[src/rtl/sweep_sequencer.sv]
// ============================================================================
// sweep_sequencer
// ----------------------------------------------------------------------------
// Owns the count register of the WIDTH-bit up/down counter datapath and runs
// bounded triangle sweeps: lo -> hi -> lo, repeated ncycles times, then a
// one-cycle done pulse. Invalid configurations are rejected with an err pulse.
//
// Optional feature macro: SWEEP_DWELL_EN
//   When defined, a 4-bit dwell port and a HOLD state are added. The count is
//   held for 1+dwell cycles at hi, and at every lo turn point except the final
//   one. dwell=0 behaves exactly like the build without the macro.
//
// Ports:
//   clk      in   single clock, rising edge
//   rst      in   synchronous, active-high reset
//   start    in   launch a sweep (only accepted in IDLE)
//   abort    in   terminate an active sweep; count holds, no done
//   lo       in   lower bound, sampled on accepted start
//   hi       in   upper bound, sampled on accepted start
//   ncycles  in   number of triangles, sampled on accepted start
//   dwell    in   turn-point hold length (SWEEP_DWELL_EN only)
//   count    out  current count value (registered)
//   up_down  out  direction, 1 = up, 0 = down (registered)
//   busy     out  high while sweeping (registered)
//   done     out  one-cycle pulse on normal completion (registered)
//   err      out  one-cycle pulse on start with invalid config (registered)
// ============================================================================
module sweep_sequencer #(
    parameter int WIDTH  = 4,
    parameter int NCYC_W = 4
) (
    input  logic              clk,
    input  logic              rst,
    input  logic              start,
    input  logic              abort,
    input  logic [WIDTH-1:0]  lo,
    input  logic [WIDTH-1:0]  hi,
    input  logic [NCYC_W-1:0] ncycles,
`ifdef SWEEP_DWELL_EN
    input  logic [3:0]        dwell,
`endif
    output logic [WIDTH-1:0]  count,
    output logic              up_down,
    output logic              busy,
    output logic              done,
    output logic              err
);

    localparam logic [WIDTH-1:0]  CNT_ONE = WIDTH'(1);
    localparam logic [NCYC_W-1:0] TRI_ONE = NCYC_W'(1);

    typedef enum logic [1:0] {
        S_IDLE = 2'd0,
        S_UP   = 2'd1,
        S_DOWN = 2'd2
`ifdef SWEEP_DWELL_EN
        ,
        S_HOLD = 2'd3
`endif
    } state_t;

    // ------------------------------------------------------------------
    // Registers
    // ------------------------------------------------------------------
    state_t              state_q,    state_d;
    logic [WIDTH-1:0]    count_q,    count_d;
    logic                up_down_q,  up_down_d;
    logic                busy_q,     busy_d;
    logic                done_q,     done_d;
    logic                err_q,      err_d;
    logic [NCYC_W-1:0]   tri_cnt_q,  tri_cnt_d;

    // Sweep configuration captured on an accepted start (datapath, no reset)
    logic [WIDTH-1:0]    lo_q,       lo_d;
    logic [WIDTH-1:0]    hi_q,       hi_d;
    logic [NCYC_W-1:0]   ncyc_q,     ncyc_d;

`ifdef SWEEP_DWELL_EN
    logic [3:0]          dwell_q,    dwell_d;
    // Remaining extra hold cycles, and whether the hold was entered at hi
    // (coming from UP) or at lo (coming from DOWN).
    logic [3:0]          hold_q,     hold_d;
    logic                hold_up_q,  hold_up_d;
`endif

    logic [NCYC_W-1:0]   tri_inc;
    logic                cfg_bad;

    assign tri_inc = tri_cnt_q + TRI_ONE;
    assign cfg_bad = (lo >= hi) || (ncycles == '0);

    // ------------------------------------------------------------------
    // Next-state logic
    // ------------------------------------------------------------------
    always_comb begin
        state_d   = state_q;
        count_d   = count_q;
        tri_cnt_d = tri_cnt_q;
        lo_d      = lo_q;
        hi_d      = hi_q;
        ncyc_d    = ncyc_q;
        done_d    = 1'b0;
        err_d     = 1'b0;
`ifdef SWEEP_DWELL_EN
        dwell_d   = dwell_q;
        hold_d    = hold_q;
        hold_up_d = hold_up_q;
`endif

        case (state_q)
            S_IDLE: begin
                // abort has no meaning here; start wins when both are high
                if (start) begin
                    if (cfg_bad) begin
                        err_d = 1'b1;
                    end else begin
                        lo_d      = lo;
                        hi_d      = hi;
                        ncyc_d    = ncycles;
                        tri_cnt_d = '0;
                        count_d   = lo;
                        state_d   = S_UP;
`ifdef SWEEP_DWELL_EN
                        dwell_d   = dwell;
`endif
                    end
                end
            end

            S_UP: begin
                if (abort) begin
                    state_d   = S_IDLE;
                    tri_cnt_d = '0;
                end else if (count_q < hi_q) begin
                    count_d = count_q + CNT_ONE;
                end else begin
                    // At hi: turn around without ever stepping past hi
`ifdef SWEEP_DWELL_EN
                    if (dwell_q != 4'd0) begin
                        state_d   = S_HOLD;
                        hold_d    = dwell_q - 4'd1;
                        hold_up_d = 1'b1;
                    end else begin
                        state_d = S_DOWN;
                        count_d = hi_q - CNT_ONE;
                    end
`else
                    state_d = S_DOWN;
                    count_d = hi_q - CNT_ONE;
`endif
                end
            end

            S_DOWN: begin
                if (abort) begin
                    state_d   = S_IDLE;
                    tri_cnt_d = '0;
                end else if (count_q > lo_q) begin
                    count_d = count_q - CNT_ONE;
                end else begin
                    // At lo: one triangle finished
                    tri_cnt_d = tri_inc;
                    if (tri_inc == ncyc_q) begin
                        state_d = S_IDLE;
                        done_d  = 1'b1;
                    end else begin
`ifdef SWEEP_DWELL_EN
                        if (dwell_q != 4'd0) begin
                            state_d   = S_HOLD;
                            hold_d    = dwell_q - 4'd1;
                            hold_up_d = 1'b0;
                        end else begin
                            state_d = S_UP;
                            count_d = lo_q + CNT_ONE;
                        end
`else
                        state_d = S_UP;
                        count_d = lo_q + CNT_ONE;
`endif
                    end
                end
            end

`ifdef SWEEP_DWELL_EN
            S_HOLD: begin
                if (abort) begin
                    state_d   = S_IDLE;
                    tri_cnt_d = '0;
                end else if (hold_q == 4'd0) begin
                    // Hold over: take the step the turnaround deferred
                    if (hold_up_q) begin
                        state_d = S_DOWN;
                        count_d = hi_q - CNT_ONE;
                    end else begin
                        state_d = S_UP;
                        count_d = lo_q + CNT_ONE;
                    end
                end else begin
                    hold_d = hold_q - 4'd1;
                end
            end
`endif

            default: begin
                state_d = S_IDLE;
            end
        endcase

        // Registered outputs derived from the next state. During a hold
        // the direction keeps the value it had before the hold.
        busy_d    = (state_d != S_IDLE);
        up_down_d = (state_d != S_DOWN);
`ifdef SWEEP_DWELL_EN
        if (state_d == S_HOLD) begin
            up_down_d = hold_up_d;
        end
`endif
    end

    // ------------------------------------------------------------------
    // Control state and registered outputs
    // ------------------------------------------------------------------
    always_ff @(posedge clk) begin
        if (rst) begin
            state_q   <= S_IDLE;
            count_q   <= '0;
            up_down_q <= 1'b1;
            busy_q    <= 1'b0;
            done_q    <= 1'b0;
            err_q     <= 1'b0;
            tri_cnt_q <= '0;
`ifdef SWEEP_DWELL_EN
            hold_q    <= 4'd0;
            hold_up_q <= 1'b1;
`endif
        end else begin
            state_q   <= state_d;
            count_q   <= count_d;
            up_down_q <= up_down_d;
            busy_q    <= busy_d;
            done_q    <= done_d;
            err_q     <= err_d;
            tri_cnt_q <= tri_cnt_d;
`ifdef SWEEP_DWELL_EN
            hold_q    <= hold_d;
            hold_up_q <= hold_up_d;
`endif
        end
    end

    // ------------------------------------------------------------------
    // Captured sweep configuration
    // ------------------------------------------------------------------
    always_ff @(posedge clk) begin
        lo_q   <= lo_d;
        hi_q   <= hi_d;
        ncyc_q <= ncyc_d;
`ifdef SWEEP_DWELL_EN
        dwell_q <= dwell_d;
`endif
    end

    assign count   = count_q;
    assign up_down = up_down_q;
    assign busy    = busy_q;
    assign done    = done_q;
    assign err     = err_q;

endmodule
[config.mk]
export PLATFORM = sky130hd
export DESIGN_NAME = sweep_sequencer
export DESIGN_NICKNAME = d
export VERILOG_FILES = /design/src/rtl/sweep_sequencer.sv
export SDC_FILE = /design/constraint.sdc
export NUM_CORES = 1
export LEC_CHECK = 0
export CAP_MARGIN = 20
export CORE_MARGIN = 1
export CORE_UTILIZATION = 54
export CTS_CLUSTER_SIZE = 8
export DETAILED_ROUTE_END_ITERATION = 10
export MAX_ROUTING_LAYER = met4
export PLACE_DENSITY = 0.8
export SETUP_SLACK_MARGIN = 0.3
export SLEW_MARGIN = 10
export SYNTH_ARGS = -nofsm -noshare
export SYNTH_HDL_FRONTEND = slang
export SYNTH_SLANG_ARGS = --single-unit
[constraint.sdc]
create_clock -name clk -period 4.5 [get_ports clk]
set_clock_uncertainty 0.2 [all_clocks]
set_input_delay 1.125 -clock clk [delete_from_list [all_inputs] [get_ports clk]]
set_output_delay 1.125 -clock clk [all_outputs]
set_load 0.05 [all_outputs]
After elaboration in Yosys (flattened, before gate mapping)
Cells that the tools add are included.

word-level totals
  output and inout bits = 8
  register bits = 26
  input port bits = 16
  word-level logic and storage cells = 67

operators by class
  magnitude comparators = 3
  bitwise gates (word level) = 4
  add/sub/neg operators = 5
  reduce and logical (&&, ||, !) cells = 10
  eq/ne operators = 11
  multiplexer cells = 24

operators by type and width
  cell                                                                number
  4-bit 2-to-1 mux                                                    12
  4-bit case mux with 3 select lines                                  2
  4-bit by 1-bit adder with 4-bit output, second input constant       3
  2-bit 2-to-1 mux                                                    6
  2-bit inequality test, second input constant                        6
  4-bit by 1-bit subtractor with 4-bit output, second input constant  2
  3-bit inequality test, second input constant                        2
  2-bit case mux with 3 select lines                                  1
  6-bit AND reduction                                                 1
  5-bit AND reduction                                                 1
  4-bit == test                                                       1
  4-bit greater-or-equal comparator                                   1
  4-bit greater-than comparator                                       1
  4-bit logical NOT                                                   1
  4-bit less-than comparator                                          1
  1-bit NOT                                                           4
  4-bit OR reduction                                                  1
  1-bit 2-to-1 mux                                                    3
  3-bit AND reduction                                                 1
  3-bit nonzero test                                                  1
  3-bit OR reduction                                                  1
  2-bit by 1-bit == test with 1-bit output, second input constant     1
  2-bit == test, second input constant                                1
  2-bit logical NOT                                                   1
  2 further kinds                                                     2

Logic depth before layout (Yosys ltp)
  word-level depth = 7
  mapped depth = 9
  mapped depth without buffers = 8

Worst setup path before layout
Ideal clock, no wire load.

  kind = in2reg
  start = in lo[0]
  end = reg hi_q[0] (enable)
  library setup time = 412 ps
  slack = 738 ps
  cell stages on the path = 6
  arrival time = 3150 ps
  buffers on the path = 0
  cells stage by stage = inv_1 ha_1 nand2b_4 a211oi_2 nor2_1 nor4_1

on the way
  cells in the longest elaborated chain, start to end = 4

RTL lines
  item                                  line  RTL
  from (decl)                           36    input logic [WIDTH-1:0] lo,
  4-bit greater-or-equal comparator     90    assign cfg_bad = (lo >= hi) || (ncycles == '0);
  1-bit logical OR                      90
  1-bit NOT (no source line)            -
  3-bit AND reduction (no source line)  -
  to (signal assigned)                  256   hi_q <= hi_d;
  to (decl)                             75    logic [WIDTH-1:0] hi_q, hi_d;

Every way passes these cells.
A chain may end at the register's enable or synchronous reset.

Worst setup path after layout
  start = in lo[0]
  end = reg tri_cnt_q[3]

on the way
  cells in the longest elaborated chain, start to end = 4

RTL lines
  item                                    line  RTL
  4-bit greater-or-equal comparator       90
  1-bit logical OR                        90
  2-bit inequality test (no source line)  -
  5-bit AND reduction (no source line)    -
  to (signal assigned)                    243   tri_cnt_q <= tri_cnt_d;
  to (decl)                               71    logic [NCYC_W-1:0] tri_cnt_q, tri_cnt_d;

Every way passes these cells.

==> impl_metrics.ini <==
[grt]
antenna_found_initial = 0
grt_max_degree = 15
grt_pass1_wl_mm = 5.93
overflow = 0
grt_usage = 0.234
grt_pass1_vias = 1290

[critical_path]
crit_fanout = 5
cp_data_required_time_ns = 4.53
worst-setup-path-type = in -> reg
cp_slowest_cell = clkdlybuf4s50_1
cp.arrival_ns = 3.53
path_cells = clkdlybuf4s50_1, inv_1, ha_1, nand2b_4, a211oi_2, o211ai_2, a211oi_2, nand3b_1, o41ai_1
end_kind = register
path_common_cell = a211oi_2
critPathBufInv = 2
critical_path.top_delay_family = compound AO/OA/AOI/OAI gates
start_kind = primary input
cp_slowest_stage_delay_ns = 0.54

[die]
die-height_um = 58.9
ios = 24
design.core.area_um2 = 3050
placementRows = 20
die_w_um = 58.9
start_util = 0.572
die-area_um2 = 3470

[layout]
layout.nets = 236
areaGrowthSynthToFinish_pct = 18.0
layout_common_cells = inv_1 (23), clkdlybuf4s50_1 (23), ha_1 (20), dfxtp_1 (14), edfxtp_1 (12)
n_fill_cell = 250
antennaDiodeCount = 0
drive_gt1_frac = 0.0854

[detailed_routing]
wl_mm = 3.54
vias = 1373
drc_errors = 0
ant_nets = 0
viasPerCell = 5.65
first_pass_iters = 4
wl_per_cell_um = 14.6
drtIter0Drc = 31

[min_path]
hp-class = reg -> reg

[placement]
place_congestion = 0.917
port_buffers = 23
hpwlAfterDp_mm = 2.88
dp_slack_ns = 0.692

[clock_network]
worst_skew_pair.late_latency_ns = 0.31
post_cts_buffers = 0
postCtsHoldBufs = 0
tritoncts = yes
cts_sinks = 26
numCtsBuffers = 3
cts-root-buf = clkbuf_4
htreeDepth = 1
clk_pin_slew_ns = 0.14
cts_buffer_depth = 2
cts_resized = 0

[yosys]
synth_cell_types = 44
synth_nets = 209
synth-async-reset-ratio = 0
ys_seq_area_frac = 0.367
synthFlopType = dfxtp_1
ys_ff_latch = 26
syn_inst = 173
yosysWarnings = 0
syn_area_um2 = 1750
syn_area_per_cell_um2 = 10.1
synth-edff-count = 12

[run_status]
status = complete, no violations

[timing]
rsz0062_at_grt = no
min_period_ns = 3.50
setup_viol = 0
relSlewSlack = 0.615
tightestPinTransition_ns = 0.572
finalCritPeriodShare = 0.778
slew_violations = 0
fmax_mhz = 286
setup_tns_ns = 0
hold_viol = 0
setup_slack_ns = 1.00

[pwr]
p_leak_nw = 0.799
ir_drop_uv = 212
p_per_area_nw_per_um2 = 289

[flow_run]
max-cap-violations = 0
[synthesized netlist by cell type, types with 2 or more instances]
cell type | instances | share of area
a22o_1 | 2 | 0.010
inv_1 | 23 | 0.049
nand2_1 | 5 | 0.011
xnor2_1 | 11 | 0.055
nor2_1 | 5 | 0.011
or2_2 | 4 | 0.014
mux2i_1 | 6 | 0.034
nor2b_1 | 3 | 0.011
o21ai_1 | 2 | 0.0057
edfxtp_1 | 12 | 0.21
nor4_1 | 2 | 0.0072
a32o_1 | 3 | 0.017
a211o_1 | 3 | 0.015
nand3_1 | 5 | 0.014
and2_1 | 3 | 0.011
o31ai_1 | 2 | 0.0086
nor3_1 | 7 | 0.020
o21ai_0 | 3 | 0.0086
a221o_1 | 4 | 0.023
xor2_1 | 3 | 0.015
a211oi_2 | 2 | 0.014
nand2b_1 | 3 | 0.011
a21oi_1 | 7 | 0.020
dfxtp_1 | 14 | 0.16
ha_1 | 20 | 0.14
[per-layer routing]
metal	up-vias	global-route usage	share of wire	wire length, µm
met5	-	-	0	0
met4	0	0.0646	0.0093	33
met3	4	0.0264	0.037	130
met2	26	0.373	0.50	1750
met1	658	0.316	0.46	1620
li1	685	-	-	-
[state kept, by name (all words and copies together), names as in the netlist]
signal / count
count: 4
hi_q: 4
lo_q: 4
ncyc_q: 4
tri_cnt_q: 4
state_q: 2
busy: 1
done: 1
err: 1
up_down: 1
[logic make-up after synthesis]
| family | share of synthesized area |
|---|---|
| compound gates | 0.183 |
| xor+xnor | 0.0702 |
| fa+ha+maj | 0.143 |
| buf+inv | 0.0559 |
| flops | 0.367 |
| mux | 0.0408 |
| simple gates | 0.140 |
[cell type report]
class,instances,area (µm²),area share
flip-flops and latches,26,641,0.311
well taps,44,55.1,0.0267
clock buffers,4,26.3,0.0128
repair buffers,24,238,0.115
multi-input cells,122,1010,0.492
inverters,23,86.3,0.0419
[report_power, final]
part | total [mW] | switching [mW] | internal, mW
registers | 0.285 | 0.0196 | 0.266
logic | 0.210 | 0.116 | 0.0937
clock network | 0.101 | 0.0662 | 0.0346
[metrics by stage]
step	hold WS (ns)	std cells	utilization	area [µm²]	power, mW
2_1_floorplan	0.265	173	-	1750	0.439
3_3_place_gp	0.282	239	0.666	2030	0.492
3_5_place_dp	0.281	239	0.666	2030	0.500
4_1_cts	0.299	243	0.675	2060	0.597
5_1_grt	0.309	243	0.675	2060	0.629
6_report	0.296	243	0.675	2060	0.596
[worst paths after layout]
| check | cells past startpoint | start | slack, ns | endpoint |
|---|---|---|---|---|
| min | 1 | tri_cnt_q[3] | 0.30 | tri_cnt_q[3] |
| min reg2reg | 1 | tri_cnt_q[3] | 0.30 | tri_cnt_q[3] |
| max reg2reg | 7 | count[2] | 1.70 | count[1] |
| max | 9 | lo[0] | 1.00 | tri_cnt_q[3] |
No activity file was read; power rests on OpenSTA's default activity.
==> patch, RTL diff (same settings) <==
Re-encode `state_t` (3 states) as one-hot, 3 bits wide.
--- a/src/rtl/sweep_sequencer.sv
+++ b/src/rtl/sweep_sequencer.sv
@@ -49,10 +49,10 @@
     localparam logic [WIDTH-1:0]  CNT_ONE = WIDTH'(1);
     localparam logic [NCYC_W-1:0] TRI_ONE = NCYC_W'(1);
 
-    typedef enum logic [1:0] {
-        S_IDLE = 2'd0,
-        S_UP   = 2'd1,
-        S_DOWN = 2'd2
+    typedef enum logic [2:0] {
+        S_IDLE = 3'b001,
+        S_UP   = 3'b010,
+        S_DOWN = 3'b100
 `ifdef SWEEP_DWELL_EN
         ,
         S_HOLD = 2'd3
Formal check against the unedited RTL: no difference found for any inputs over 10 cycles, from zero or initial values and one cycle with rst high; not proved beyond that.
==> patch against the unedited design <==
Critical path depth stayed put; area after synthesis fell by 2.7%; worst setup slack worse by 0.069 ns; total power decreased by 5.8%; via count decreased by 4.4%; critical path type unchanged; wire length is 7.2% lower; design area down 2.9%; sequential cell count grew 1.
==> patch: results (changes against the unedited design) <==
- Total half-perimeter wirelength after legalization and detailed placement: 2600 um (-9.7%)
- Initial antenna violation count: 0 (unchanged)
- Placer Congestion: 0.890 (-3.0%)
- Worst hold margin: 0.352 ns (+0.0567 ns)
- Share of flip-flops with an asynchronous set or reset after synthesis: 0% (unchanged)
- Parity-gate share of the synthesized area counting xor and xnor cells: 7.21% (+0.19 points)
- Relative slew margins: 43.2% (-18 points)
- Share of synthesized area occupied by flip-flops and latches: 38.9% (+2.2 points)
- Type of the tightest min-delay check: flip-flop to flip-flop
- Count of unique library cells instantiated by Yosys: 46 (+4.5%)
- Number of nets in the synthesized netlist: 206 (-1.4%)
- Total track usage: 23.6% (+0.18 points)
- Deepest level of the CTS H-tree: 1 (unchanged)
- Number of resized instances in the post-cts repair step: 0 (unchanged)
- Synth warn: 0 (unchanged)
- Leakage: 0.822 nW (+2.9%)
- Net count, final: 232 (-1.7%)
- Cell-internal power: 0.381 mW (-3.2%)
- Most frequent cells after synthesis: sky130_fd_sc_hd__inv_1 (18), sky130_fd_sc_hd__ha_1 (16), sky130_fd_sc_hd__dfxtp_1 (15)
- Worst reg2reg startpoint: count[1]$_SDFFE_PP0P_
- Share of synthesized cell area in full adder, half adder and majority cells: 11.8% (-2.6 points)
- Largest net degree at the start of global routing: 16 (+1)
- Via count of the first global-routing pass: 1324 (+2.6%)
- Fraction of final layout cells with drive strength greater than 1: 6.53% (-2.0 points)
- Largest delay share family, worst path: compound AO/OA/AOI/OAI gates
- Compound-gate portion of the synthesized area: 15.5% (-2.7 points)
- Clock transition at the registers of the reported paths: 0.14 ns (about the same)
- Maximum vdd drop: 0.000173 V (-18%)
- Fill cell total of the finished layout: 229 (-8.4%)
- Status: finished clean
- End of the worst register-to-register path: count[1]$_SDFFE_PP0P_
- Top FF cell, synth: sky130_fd_sc_hd__dfxtp_1
- Delay of the slowest cell on the worst path: 0.51 ns (-0.03 ns)
- Global-route wire length before repair: 5920 um (-0.12%)
- Total vias in the final route: 1312 (-4.4%)
- Largest fanout of any net on the critical path: 15 (+10)
- Total routed wirelength: 3290 um (-7.2%)
- Worst path arrival time: 3.61 ns (+0.08 ns)
- Top post-synthesis cells by area: sky130_fd_sc_hd__edfxtp_1 (21%), sky130_fd_sc_hd__dfxtp_1 (18%), sky130_fd_sc_hd__ha_1 (12%), sky130_fd_sc_hd__xnor2_1 (5.2%), sky130_fd_sc_hd__inv_1 (4.0%)
- Worst-case reg-to-reg path depth: 7 (unchanged)
- Worst skew pair latency: 0.32 ns
- Worst Setup Slack post-DPL: 0.551 ns (-0.142 ns)
- Fraction of synthesized area in multiplexers: 2.43% (-1.7 points)
- Worst R2R Setup Slack: 1.83 ns (+0.13 ns)
- Count of routing violations after the opening detailed-route iteration: 36 (+16%)
- Number of clock buffers inserted by TritonCTS: 3 (unchanged)
- Main combinational cell family by area after synthesis: simple AND/OR/NAND/NOR gates
-- patch: changes by cell type in the layout (fill, tap and decap cells not counted), moves of 3 or more --
cell,change
sky130_fd_sc_hd__a32o_1,-3
sky130_fd_sc_hd__o21ai_0,+4
sky130_fd_sc_hd__inv_1,-5
sky130_fd_sc_hd__a21o_1,+4
sky130_fd_sc_hd__nor2_1,+7
sky130_fd_sc_hd__or2_2,-4
sky130_fd_sc_hd__nand2_1,+5
sky130_fd_sc_hd__nor3b_1,+3
sky130_fd_sc_hd__a31oi_1,+3
sky130_fd_sc_hd__a221o_1,-4
sky130_fd_sc_hd__ha_1,-4
sky130_fd_sc_hd__mux2i_1,-3
-- patch: area by class of cell --
cell class / instances / share of cell area (%)
timing repair buffer: 23 / 11.5
sequential: 27 / 33.0
inverter: 18 / 3.38
clock buffer: 4 / 1.31
tap: 42 / 2.63
multi-input combinational: 127 / 48.2
-- patch: cells by family after synthesis --
family / Yosys count
and+or+nand+nor: 56
AOI/OAI and AO/OA: 37
DFF: 27
buffers and inverters: 20
adders and majority gates: 16
xor gates and xnor gates: 14
muxes: 4
-- patch: metal layers --
layer | part of all wire, % | global-route usage (%) | vias up
met3 | 3.2 | 2.01 | 4
met1 | 50 | 33.4 | 602
met2 | 46 | 36.0 | 31
met4 | 0.88 | 7.48 | 0
met5 | 0 | - | -
li1 | - | - | 675
-- patch: how the worst max path moves through the flow --
stage	from	end	slack (ns)	depth (start not counted)
after detailed placement	lo[0]	tri_cnt_q[2]$_SDFFE_PP0P_	0.55	9
after global placement	lo[0]	tri_cnt_q[2]$_SDFFE_PP0P_	0.69	9
after CTS	lo[0]	tri_cnt_q[2]$_SDFFE_PP0P_	0.91	9
after global routing	lo[0]	tri_cnt_q[2]$_SDFFE_PP0P_	0.80	9
after floorplan	lo[0]	tri_cnt_q[2]$_SDFFE_PP0P_	1.34	8
final	lo[0]	tri_cnt_q[2]$_SDFFE_PP0P_	0.93	9
-- patch: power groups by stage --
stage | clock, mW | combinational (mW) | sequential (mW)
6_report | 0.106 | 0.168 | 0.288
5_1_grt | 0.117 | 0.185 | 0.291
4_1_cts | 0.107 | 0.168 | 0.288
3_5_place_dp | 0 | 0.167 | 0.293
2_1_floorplan | 0 | 0.102 | 0.307
3_3_place_gp | 0 | 0.162 | 0.293
-- patch: through the flow --
step | util [%] | instances | power, mW | cell area, um2
after floorplan | - | 174 | 0.410 | 1700
after global placement | 68.7 | 237 | 0.455 | 1980
after detailed placement | 68.7 | 237 | 0.461 | 1980
after CTS | 69.6 | 241 | 0.562 | 2000
after global routing | 69.6 | 241 | 0.593 | 2000
final | 69.6 | 241 | 0.562 | 2000
